--- src/rtl/left_shift_sequencer.sv ---
`default_nettype none
// ============================================================================
//  Module   : left_shift_sequencer
//  Purpose  : Multi-cycle left shifter. Captures an operand and a shift
//             amount on a start handshake, then shifts left by one bit per
//             enabled clock. Reports the result, the last bit shifted out of
//             the MSB and (arithmetic mode) a sticky signed-overflow flag.
//  Ports    : clk_i       rising-edge clock
//             reset_i     synchronous active-high reset
//             start_i     request, honoured only in IDLE
//             in_i        operand, captured with start
//             amt_i       number of single-bit shifts, captured with start
//             mode_i      0 = arithmetic (overflow tracked), 1 = logical
//             enable_i    0 = pause while shifting, 1 = advance
//             out_o       working register / result
//             busy_o      high in SHIFT and DONE
//             done_o      one-cycle result-valid pulse
//             carry_o     last bit shifted out of the MSB
//             overflow_o  sticky signed overflow (arithmetic mode only)
//  Revision : 1.0 - initial release
// ============================================================================
module left_shift_sequencer #(
    parameter int WIDTH = 16,
    parameter int AW    = $clog2(WIDTH) + 1
) (
    input  logic             clk_i,
    input  logic             reset_i,
    input  logic             start_i,
    input  logic [WIDTH-1:0] in_i,
    input  logic [AW-1:0]    amt_i,
    input  logic             mode_i,
    input  logic             enable_i,
    output logic [WIDTH-1:0] out_o,
    output logic             busy_o,
    output logic             done_o,
    output logic             carry_o,
    output logic             overflow_o
);

    localparam logic [1:0] S_IDLE  = 2'd0;
    localparam logic [1:0] S_SHIFT = 2'd1;
    localparam logic [1:0] S_DONE  = 2'd2;

    localparam logic [AW-1:0] C_CNT_ONE = {{(AW-1){1'b0}}, 1'b1};

    logic [1:0]       state_q, state_d;
    logic [WIDTH-1:0] out_q;
    logic [AW-1:0]    cnt_q;
    logic             mode_q;
    logic             carry_q;
    logic             overflow_q;

    // Qualified events shared by the datapath and the next-state logic
    logic w_accept;
    logic w_shift;

    assign w_accept = (state_q == S_IDLE) && start_i;
    assign w_shift  = (state_q == S_SHIFT) && enable_i && (cnt_q != '0);

    // ------------------------------------------------------------------
    // State register
    // ------------------------------------------------------------------
    always_ff @(posedge clk_i) begin
        if (reset_i) begin
            state_q <= S_IDLE;
        end else begin
            state_q <= state_d;
        end
    end

    // ------------------------------------------------------------------
    // Next-state logic
    // ------------------------------------------------------------------
    always_comb begin
        state_d = state_q;
        case (state_q)
            S_IDLE: begin
                // amt = 0 still passes through SHIFT so timing is uniform
                if (start_i) begin
                    state_d = S_SHIFT;
                end
            end
            S_SHIFT: begin
                if (enable_i && (cnt_q == '0)) begin
                    state_d = S_DONE;
                end
            end
            S_DONE: begin
                state_d = S_IDLE;
            end
            default: begin
                state_d = S_IDLE;
            end
        endcase
    end

    // ------------------------------------------------------------------
    // Outputs: decoded from the registered state only, so no input
    // reaches an output combinationally.
    // ------------------------------------------------------------------
    always_comb begin
        busy_o = 1'b0;
        done_o = 1'b0;
        case (state_q)
            S_SHIFT: begin
                busy_o = 1'b1;
            end
            S_DONE: begin
                busy_o = 1'b1;
                done_o = 1'b1;
            end
            default: begin
                busy_o = 1'b0;
                done_o = 1'b0;
            end
        endcase
    end

    // ------------------------------------------------------------------
    // Datapath
    // ------------------------------------------------------------------
    always_ff @(posedge clk_i) begin
        if (reset_i) begin
            out_q      <= '0;
            cnt_q      <= '0;
            mode_q     <= 1'b0;
            carry_q    <= 1'b0;
            overflow_q <= 1'b0;
        end else if (w_accept) begin
            out_q      <= in_i;
            cnt_q      <= amt_i;
            mode_q     <= mode_i;
            carry_q    <= 1'b0;
            overflow_q <= 1'b0;
        end else if (w_shift) begin
            out_q   <= out_q << 1;
            carry_q <= out_q[WIDTH-1];
            cnt_q   <= cnt_q - C_CNT_ONE;
            // Sign changes whenever the two top bits differ before the
            // shift; once set the flag stays set for the operation.
            if (!mode_q && (out_q[WIDTH-1] != out_q[WIDTH-2])) begin
                overflow_q <= 1'b1;
            end
        end
    end

    assign out_o      = out_q;
    assign carry_o    = carry_q;
    assign overflow_o = overflow_q;

endmodule
`default_nettype wire

--- config.mk ---
export PLATFORM = sky130hd
export DESIGN_NAME = left_shift_sequencer
export DESIGN_NICKNAME = d
export VERILOG_FILES = /design/src/rtl/left_shift_sequencer.sv
export SDC_FILE = /design/constraint.sdc
export NUM_CORES = 1
export LEC_CHECK = 0
export ABC_CLOCK_PERIOD_IN_PS = 1800
export CORE_MARGIN = 8
export CORE_UTILIZATION = 44
export DETAILED_ROUTE_END_ITERATION = 16
export PLACE_DENSITY_LB_ADDON = 0.1
export SLEW_MARGIN = 20
export SYNTH_ARGS = -nofsm -noshare
export SYNTH_HDL_FRONTEND = slang
export SYNTH_SLANG_ARGS = --single-unit
--- constraint.sdc ---
create_clock -name clk_i -period 1.8 [get_ports clk_i]
set_input_delay 0.27 -clock clk_i [delete_from_list [all_inputs] [get_ports clk_i]]
set_output_delay 0.27 -clock clk_i [all_outputs]
set_load 0.01 [all_outputs]
==> flow_summary.json, run 1 <==
{
  "start_kind": "flop",
  "finalSetupTns_ns": 0,
  "grt_pass1_wl_microns": 5090,
  "synth_area_sq_um": 1260,
  "ys_warn_count": 0,
  "yosysTopAreaCell": "dfxtp_1",
  "design.core.area_sq_um": 2730,
  "yosysSeqAreaShare_pct": 41.4,
  "syn_nets": 174,
  "synth_top_area_share_pct": 41.4,
  "drv_slew": 0,
  "core.rowCount": 19,
  "layout-drive-gt1-share_pct": 6.42,
  "placed_area_sq_um": 1760,
  "power-per-cell-area_nw_per_um2": 1270,
  "area_growth_pct": 44.3,
  "dp_cells": 214,
  "die_width_microns": 69.4,
  "regArea_sq_um": 523,
  "post-route-min-period_ns": 1.73,
  "relSlewSlack_pct": 79.2,
  "rsz0062_at_grt": "no",
  "min_path_type": "reg -> reg",
  "synthCells": 142,
  "synth_seq_cells": 26,
  "peakVddDrop_mv": 0.731,
  "fillers": 257,
  "grt_max_degree": 40,
  "cts_buffer_depth": 2,
  "root_buffer": "clkbuf_4",
  "p_leak_nw": 0.759,
  "arrival_ns": 1.46,
  "crit_family": "buffers and inverters",
  "start_util_pct": 45.9,
  "pin_count": 46,
  "final_area_sq_um": 1810,
  "drc_errors": 0,
  "ys.flop_type": "dfxtp_1",
  "hold_viol": 0,
  "finalSetupViolCount": 0,
  "cp_max_fo": 4,
  "critPathKind": "reg -> out",
  "synth.distinct_cells": 26,
  "path_buf_inv": 2,
  "synth_top_cells_by_area": "dfxtp_1 41%, mux2i_1 14%, a21oi_1 8.0%",
  "clock_sinks": 26,
  "vias": 1152,
  "dieArea_sq_um": 4820,
  "final_cells": 218,
  "ctsHtreeMaxLevel": 1,
  "grt_overflow_total": 0,
  "place_congestion": 0.709,
  "io_buffer_count": 45,
  "async_flop_share_pct": 0,
  "grtUsageTotal_pct": 12.1,
  "clkTransAtPathRegs_ns": 0.13,
  "drt_first_pass_iters": 4,
  "hpwl_microns": 2260,
  "path_cells": "inv_1 -> ha_1 -> clkdlybuf4s50_1",
  "antenna_found_initial": 0,
  "worst-slew-pin-transition_ns": 0.312,
  "layout_common_cells": "44 x clkdlybuf4s50_1, 24 x dfxtp_1, 20 x a21oi_1",
  "max_freq_mhz": 579,
  "power_w": 0.00230,
  "final_common_cell": "clkdlybuf4s50_1",
  "dr.first_iter.drc_count": 110,
  "worstPathRequired_ns": 1.53,
  "wl_per_cell_microns": 14.1,
  "slowest_stage": "clkdlybuf4s50_1",
  "vias_per_cell": 5.28,
  "cts_buffers": 3,
  "cts_tree": "yes",
  "fp.dieH_microns": 69.4,
  "nNetsFinal": 220,
  "final.setup_skew_ns": 0.00841,
  "synth_edf_count": 0,
  "grt_pass1_vias": 1117,
  "clk_latency_ns": 0.31,
  "postRouteAntennaNets": 0,
  "multi_input_area_sq_um": 668,
  "antenna_cells": 0,
  "status": "complete, no violations",
  "cap_viol_max_count": 0,
  "cts_hold_buf": 0,
  "synth_area_per_cell_sq_um": 8.85,
  "endpoint_kind": "output port",
  "critical_path.max_stage_delay_ns": 0.53,
  "drt-total-wl_microns": 3080,
  "finalCritPeriodShare_pct": 95.9
}
-- logic make-up (layout without fill, tap and decap cells) --
group                      Yosys count  in the layout  share of synthesized area [%]
muxes                               18             18                           14.3
adders and majority gates            6              6                           5.98
buffers and inverters               14             59                           5.38
AOI/OAI and AO/OA                   43             43                           18.2
DFF                                 26             26                           41.4
and+or+nand+nor                     33             33                           13.2
xor gates and xnor gates             2              2                           1.39
-- sequential cells by signal, indices dropped and copies added, names as in the netlist --
name	count
overflow_o	1
out_o	16
carry_o	1
mode_q	1
state_q	2
cnt_q	5
-- cell type report --
class,instances,area share [%]
clock buffers,3,1.24
clock inverters,1,1.66
inverters,5,1.04
multi-input cells,102,36.9
flip-flops and latches,26,28.8
well taps,31,2.14
repair buffers,50,28.2
-- per-layer routing --
metal  track usage [%]  part of all wire (%)  wire length (microns)
met3              5.01                   7.3                    225
met4              3.64                  0.68                     21
met1              13.7                    46                   1420
met5                 0                     0                      0
met2              20.0                    46                   1410
-- cell usage after synthesis, types with 2 or more instances --
master,instances
xnor2_1,2
ha_1,6
nor3_1,3
nand2_1,11
inv_1,5
clkbuf_1,7
nand3_1,4
mux2i_1,18
o21ai_0,18
nor2_1,6
nor3b_1,2
dfxtp_1,26
buf_6,2
a21oi_1,20
-- path summary, 6_finish.rpt --
path                           startpoint                     end  slack (ns)  depth (start not counted)
setup reg to reg    cnt_q[0]$_SDFFE_PP0P_  out_o[13]$_SDFFE_PP0P_        0.15                          7
hold / removal        mode_q$_SDFFE_PP0P_     mode_q$_SDFFE_PP0P_        0.48                          2
hold reg to reg       mode_q$_SDFFE_PP0P_     mode_q$_SDFFE_PP0P_        0.48                          2
setup / recovery  state_q[0]$_SDFFE_PP0P_                  done_o        0.07                          3
-- timing repair --
item | CTS | global route
endpoints found under the setup margin | 1 | 0
buffers inserted | 0 | 0
resized for setup | 3 | 0
-- stage by stage --
step | util [%] | hold WS [ns] | setup slack (ns)
after floorplan | - | 0.339 | 0.216
after global placement | 64.3 | 0.447 | 0.146
after detailed placement | 64.3 | 0.455 | 0.0922
after CTS | 66.3 | 0.475 | 0.0555
after global routing | 66.3 | 0.488 | 0.00418
final | 66.3 | 0.479 | 0.0743
-- worst register-to-register path: cells and delay by family, from the launching register on --
family          cells  cell delay, ns
compound gates      1            0.08
fa+ha+maj           1            0.23
buf+inv             2            0.23
flops               1            0.43
mux                 1            0.17
simple gates        2            0.42
-- report_power, final --
group / leakage (nW) / switching [W] / total, W / internal, W
clock network: 0.0279 / 0.000166 / 0.000391 / 0.000225
registers: 0.215 / 0.000145 / 0.000878 / 0.000733
logic: 0.516 / 0.000476 / 0.00103 / 0.000551
Power figures use the tool's default switching activity.
==> run 2: changes to the inputs <==
- ABC_CLOCK_PERIOD_IN_PS: 1800 -> 1920
- GPL_TIMING_DRIVEN: not set -> 0
- clock period: 1.8 -> 1.92 ns (I/O delays scaled with it)
==> run 2 against run 1 <==
Against the previous run:
- power is 9.1% lower
- largest cell class unchanged
- clock skew decreased by 0.00088 ns
- combinational power shrank 4%
- critical path type is now reg -> reg
- worst setup slack better by 0.058 ns
- cell area is 0.97% lower
- highest routed layer unchanged
- global-route usage up 0.90 points
==> flow_summary.json, run 2 (synthesis gave the netlist of run 1 again) <==
{
  "crit_family": "simple AND/OR/NAND/NOR gates",
  "p_comb_share_pct": 47.1,
  "final_area_sq_um": 1800,
  "rsz0062_at_grt": "no",
  "postRouteAntennaNets": 0,
  "cap_viol_max_count": 0,
  "worst-slew-pin-transition_ns": 0.606,
  "vias": 1194,
  "post-route-min-period_ns": 1.79,
  "relSlewSlack_pct": 59.5,
  "nNetsFinal": 224,
  "grt_pass1_wl_microns": 5480,
  "design.core.area_sq_um": 2730,
  "min_path_type": "reg -> reg",
  "grt_max_degree": 15,
  "pwr-share-clk_pct": 13.4,
  "layout-drive-gt1-share_pct": 4.71,
  "critical_path.max_stage_delay_ns": 0.48,
  "clk_latency_ns": 0.32,
  "grt_overflow_total": 0,
  "grt_pass1_vias": 1195,
  "switching_share_pct": 36.8,
  "fillers": 253,
  "layout_common_cells": "44 x clkdlybuf4s50_1, 24 x dfxtp_1, 20 x a21oi_1",
  "p_leak_nw": 0.755,
  "cp_max_fo": 6,
  "start_util_pct": 45.9,
  "seqPwrFrac_pct": 39.5,
  "drt_first_pass_iters": 4,
  "root_buffer": "clkbuf_4",
  "finalSetupTns_ns": 0,
  "final_util_pct": 65.7,
  "dp_cells": 218,
  "die_width_microns": 69.4,
  "pin_count": 46,
  "hpwl_microns": 2560,
  "antenna_found_initial": 0,
  "start_kind": "flop",
  "clkTransAtPathRegs_ns": 0.15,
  "path_cells": "inv_1 -> ha_1 -> nor4b_4 -> nor2_1 -> mux2i_1 -> a21oi_1",
  "cts_buffers": 3,
  "drc_errors": 0,
  "area_growth_pct": 42.9,
  "core.rowCount": 19,
  "finalSetupViolCount": 0,
  "power-per-cell-area_nw_per_um2": 1160,
  "cp.depth": 6,
  "antenna_cells": 0,
  "cts_tree": "yes",
  "max_freq_mhz": 559,
  "dr.first_iter.drc_count": 86,
  "finalCritPeriodShare_pct": 93.1,
  "final.setup_skew_ns": 0.00754,
  "largest_register_ffs": 16,
  "final_common_cell": "clkdlybuf4s50_1",
  "vias_per_cell": 5.38,
  "hold_viol": 0,
  "final_cells": 222,
  "drt-total-wl_microns": 3310,
  "clock_sinks": 26,
  "place_congestion": 0.785,
  "dieArea_sq_um": 4820,
  "peakVddDrop_mv": 0.737,
  "wl_per_cell_microns": 14.9,
  "arrival_ns": 1.99,
  "worstHoldPathCells": 2,
  "cts_buffer_depth": 2,
  "p_switching_w": 0.000768,
  "reg2reg_depth": 6,
  "slowest_stage": "nor2_1",
  "io_buffer_count": 45,
  "p_int_w": 0.00132,
  "grtUsageTotal_pct": 13.0,
  "placed_area_sq_um": 1750,
  "status": "complete, no violations",
  "endpoint_kind": "flop",
  "ctsHtreeMaxLevel": 1,
  "fp.dieH_microns": 69.4,
  "power_w": 0.00209,
  "worstPathRequired_ns": 2.13,
  "drv_slew": 0,
  "path_buf_inv": 1,
  "critPathKind": "reg -> reg"
}
## run 2: cell count changes in the layout (fill, tap and decap cells not counted)
| cell | delta |
|---|---|
| clkbuf_1 | +7 |
| buf_4 | -3 |
| buf_12 | -2 |
| buf_6 | +2 |
| bufinv_16 | -1 |
| clkbuf_8 | +1 |
| dlygate4sd2_1 | -1 |
| dlymetal6s2s_1 | +1 |
| nor4b_2 | -1 |
| nor4b_4 | +1 |
## run 2: metrics by stage
step	hold WS, ns	setup slack [ns]
finish	0.473	0.132
global route	0.494	0.0101
CTS	0.473	0.0222
detailed placement	0.454	0.0552
global placement	0.451	0.0902
floorplan	0.357	0.336
## run 2: path summary, 6_finish.rpt
| path | from | to | slack (ns) |
|---|---|---|---|
| worst max register to register | cnt_q[0]$_SDFFE_PP0P_ | out_o[7]$_SDFFE_PP0P_ | 0.13 |
| worst max-delay path | cnt_q[0]$_SDFFE_PP0P_ | out_o[7]$_SDFFE_PP0P_ | 0.13 |
| worst min-delay path | mode_q$_SDFFE_PP0P_ | mode_q$_SDFFE_PP0P_ | 0.47 |
| worst min register to register | mode_q$_SDFFE_PP0P_ | mode_q$_SDFFE_PP0P_ | 0.47 |
## run 2: final cells by class
| type | instances | area, sq um | share of cell area, % |
|---|---|---|---|
| Sequential cell | 26 | 523 | 29.1 |
| Clock buffer | 4 | 36.3 | 2.02 |
| Inverter | 5 | 18.8 | 1.05 |
| Buffer | 9 | 48.8 | 2.72 |
| Timing Repair Buffer | 45 | 453 | 25.2 |
| Tap cell | 31 | 38.8 | 2.16 |
| Multi-Input combinational cell | 102 | 677 | 37.7 |
## run 2: worst min-delay path: cells and delay by family, from the launching register on
kind | cells | cell delay, ns
AOI/OAI and AO/OA | 1 | 0.05
DFF | 1 | 0.34
and+or+nand+nor | 1 | 0.05
## run 2: power by group through the flow
stage	sequential (W)	clock, W	combinational, W
after detailed placement	0.000829	0	0.000977
final	0.000825	0.000279	0.000984
after floorplan	0.000847	0	0.000535
after global routing	0.000848	0.000303	0.00108
after global placement	0.000822	0	0.000951
after CTS	0.000819	0.000286	0.000980
## run 2: what timing repair did
item	in CTS	in global routing
setup buffers	0	0
resized for setup	1	3
endpoints found under the setup margin	1	4
gates cloned	0	0
hold buffers	0	0
## run 2: per-layer routing
layer,up-vias,global-route usage [%],share of wire (%)
met2,29,23.1,48
li1,597,-,-
met4,0,2.73,0.45
met1,566,14.4,44
met3,2,4.43,7.1
met5,-,0,0
==> run 3: changes to the inputs <==
- CORE_ASPECT_RATIO: not set -> 2
==> run 3 against run 2 <==
Against the previous run:
- clock-buffer cell count decreased by 1
- worst setup slack got worse by 0.015 ns
- critical path depth decreased by 3
- combinational power about the same
- sequential share of layout area increased by 0.081 points
- fmax decreased by 0.86%
- power increased by 1.2%
- register-to-register slack about the same
- critical endpoint is now busy_o
- largest power group unchanged
==> flow_summary.json, run 3 (synthesis gave the netlist of run 1 again) <==
{
  "status": "complete, no violations",
  "grt_overflow_total": 0,
  "vias_per_cell": 5.52,
  "cts_tree": "yes",
  "postCtsSetupRepairBufs": 0,
  "largest_register_ffs": 16,
  "power-per-cell-area_nw_per_um2": 1180,
  "vias": 1208,
  "cts_buffer_depth": 2,
  "layout_common_cells": "45 x clkdlybuf4s50_1, 24 x dfxtp_1, 20 x a21oi_1",
  "fp.dieH_microns": 91.6,
  "dieArea_sq_um": 4920,
  "drt_first_pass_iters": 4,
  "p_comb_share_pct": 46.7,
  "die_width_microns": 53.8,
  "arrival_ns": 1.52,
  "p_switching_w": 0.000774,
  "root_buffer": "clkbuf_8",
  "min_path_type": "reg -> reg",
  "grt_max_degree": 14,
  "critical_path.max_stage_delay_ns": 0.53,
  "start_kind": "flop",
  "cts_buffers": 3,
  "ctsHtreeMaxLevel": 1,
  "cp_max_fo": 4,
  "finalCritPeriodShare_pct": 93.9,
  "hold_viol": 0,
  "cap_viol_max_count": 0,
  "cp.depth": 3,
  "final_common_cell": "clkdlybuf4s50_1",
  "cts_hold_buf": 0,
  "path_cells": "inv_1 -> ha_1 -> clkdlybuf4s50_1",
  "finalSetupTns_ns": 0,
  "cp-startpoint": "state_q[1]$_SDFFE_PP0P_",
  "drv_slew": 0,
  "grtUsageTotal_pct": 15.1,
  "pwr-share-clk_pct": 14.3,
  "fillers": 248,
  "r2r-end": "out_o[1]$_SDFFE_PP0P_",
  "peakVddDrop_mv": 0.640,
  "relSlewSlack_pct": 70.8,
  "dr.first_iter.drc_count": 18,
  "placed_area_sq_um": 1740,
  "nNetsFinal": 224,
  "finalSetupViolCount": 0,
  "layout-drive-gt1-share_pct": 5.26,
  "p_int_w": 0.00134,
  "crit_family": "buffers and inverters",
  "critPathKind": "reg -> out",
  "switching_share_pct": 36.6,
  "final_area_sq_um": 1790,
  "post-route-min-period_ns": 1.80,
  "clk_latency_ns": 0.27,
  "final.setup_skew_ns": 0.00456,
  "pin_count": 46,
  "endpoint_kind": "output port",
  "clkTransAtPathRegs_ns": 0.09,
  "seqPwrFrac_pct": 39.1,
  "grt_pass1_wl_microns": 5830,
  "start_util_pct": 45.9,
  "core.rowCount": 27,
  "p_leak_nw": 0.738,
  "reg2reg_depth": 8,
  "hpwl_microns": 2840,
  "postRouteAntennaNets": 0,
  "slowest_stage": "clkdlybuf4s50_1",
  "clock_sinks": 26,
  "reg2reg_slack_ns": 0.14,
  "io_buffer_count": 45,
  "antenna_found_initial": 0,
  "path_buf_inv": 2,
  "area_growth_pct": 42.5,
  "design.core.area_sq_um": 2740,
  "r2r_start": "cnt_q[0]$_SDFFE_PP0P_",
  "drt-total-wl_microns": 3560,
  "rsz0062_at_grt": "no",
  "wl_per_cell_microns": 16.3,
  "max_freq_mhz": 555,
  "antenna_cells": 0,
  "worstPathRequired_ns": 1.63,
  "place_congestion": 0.781,
  "worst-slew-pin-transition_ns": 0.438,
  "drc_errors": 0,
  "setup.worst_path.end": "busy_o",
  "grt_pass1_vias": 1263
}
[run 3: worst register-to-register path, stage by stage (launching register included)]
cell,delay (ns)
dfxtp_1,0.35
inv_1,0.07
ha_1,0.18
nor4b_2,0.28
or2_1,0.17
buf_6,0.15
buf_6,0.17
mux2i_1,0.23
a21oi_1,0.08
[run 3: final cells by class]
class	instances	area [sq um]	area share [%]
Timing Repair Buffer	45	450	25.2
Sequential cell	26	523	29.2
Clock buffer	3	41.3	2.31
Inverter	5	18.8	1.05
Multi-Input combinational cell	102	671	37.5
Buffer	9	50.0	2.80
Tap cell	29	36.3	2.03
[run 3: power by group through the flow]
stage | Clock (W) | Sequential, W | Combinational, W
after global placement | 0 | 0.000822 | 0.000956
after floorplan | 0 | 0.000847 | 0.000535
after global routing | 0.000331 | 0.000844 | 0.00109
after CTS | 0.000312 | 0.000821 | 0.000992
final | 0.000301 | 0.000825 | 0.000986
after detailed placement | 0 | 0.000832 | 0.000986
[run 3: what timing repair did]
action | in CTS | in global routing
hold endpoints to repair | 0 | 0
endpoints found under the setup margin | 0 | 12
gates resized for setup | 0 | 5
[run 3: routing by layer]
metal	global-route usage (%)	part of all wire, %	vias to the layer above
li1	-	-	599
met1	16.0	37	567
met2	25.8	55	36
met3	4.08	5.4	6
met4	6.78	2.1	0
met5	0	0	-
[run 3: worst min path at each step]
stage,startpoint,endpoint,depth (start not counted)
2_1_floorplan,reset_i,cnt_q[4]$_SDFFE_PP0P_,1
3_3_place_gp,mode_q$_SDFFE_PP0P_,mode_q$_SDFFE_PP0P_,2
3_5_place_dp,mode_q$_SDFFE_PP0P_,mode_q$_SDFFE_PP0P_,2
4_1_cts,mode_q$_SDFFE_PP0P_,mode_q$_SDFFE_PP0P_,2
5_1_grt,mode_q$_SDFFE_PP0P_,mode_q$_SDFFE_PP0P_,2
6_report,mode_q$_SDFFE_PP0P_,mode_q$_SDFFE_PP0P_,2
[run 3: through the flow]
stage	util, %	cells	hold WS, ns	worst slack, ns	total power (W)
finish	65.4	219	0.462	0.117	0.00211
global route	65.4	219	0.493	0.0274	0.00227
CTS	65.2	219	0.464	0.0524	0.00212
detailed placement	63.7	216	0.452	0.0595	0.00182
global placement	63.7	216	0.445	0.0940	0.00178
floorplan	-	142	0.357	0.336	0.00138
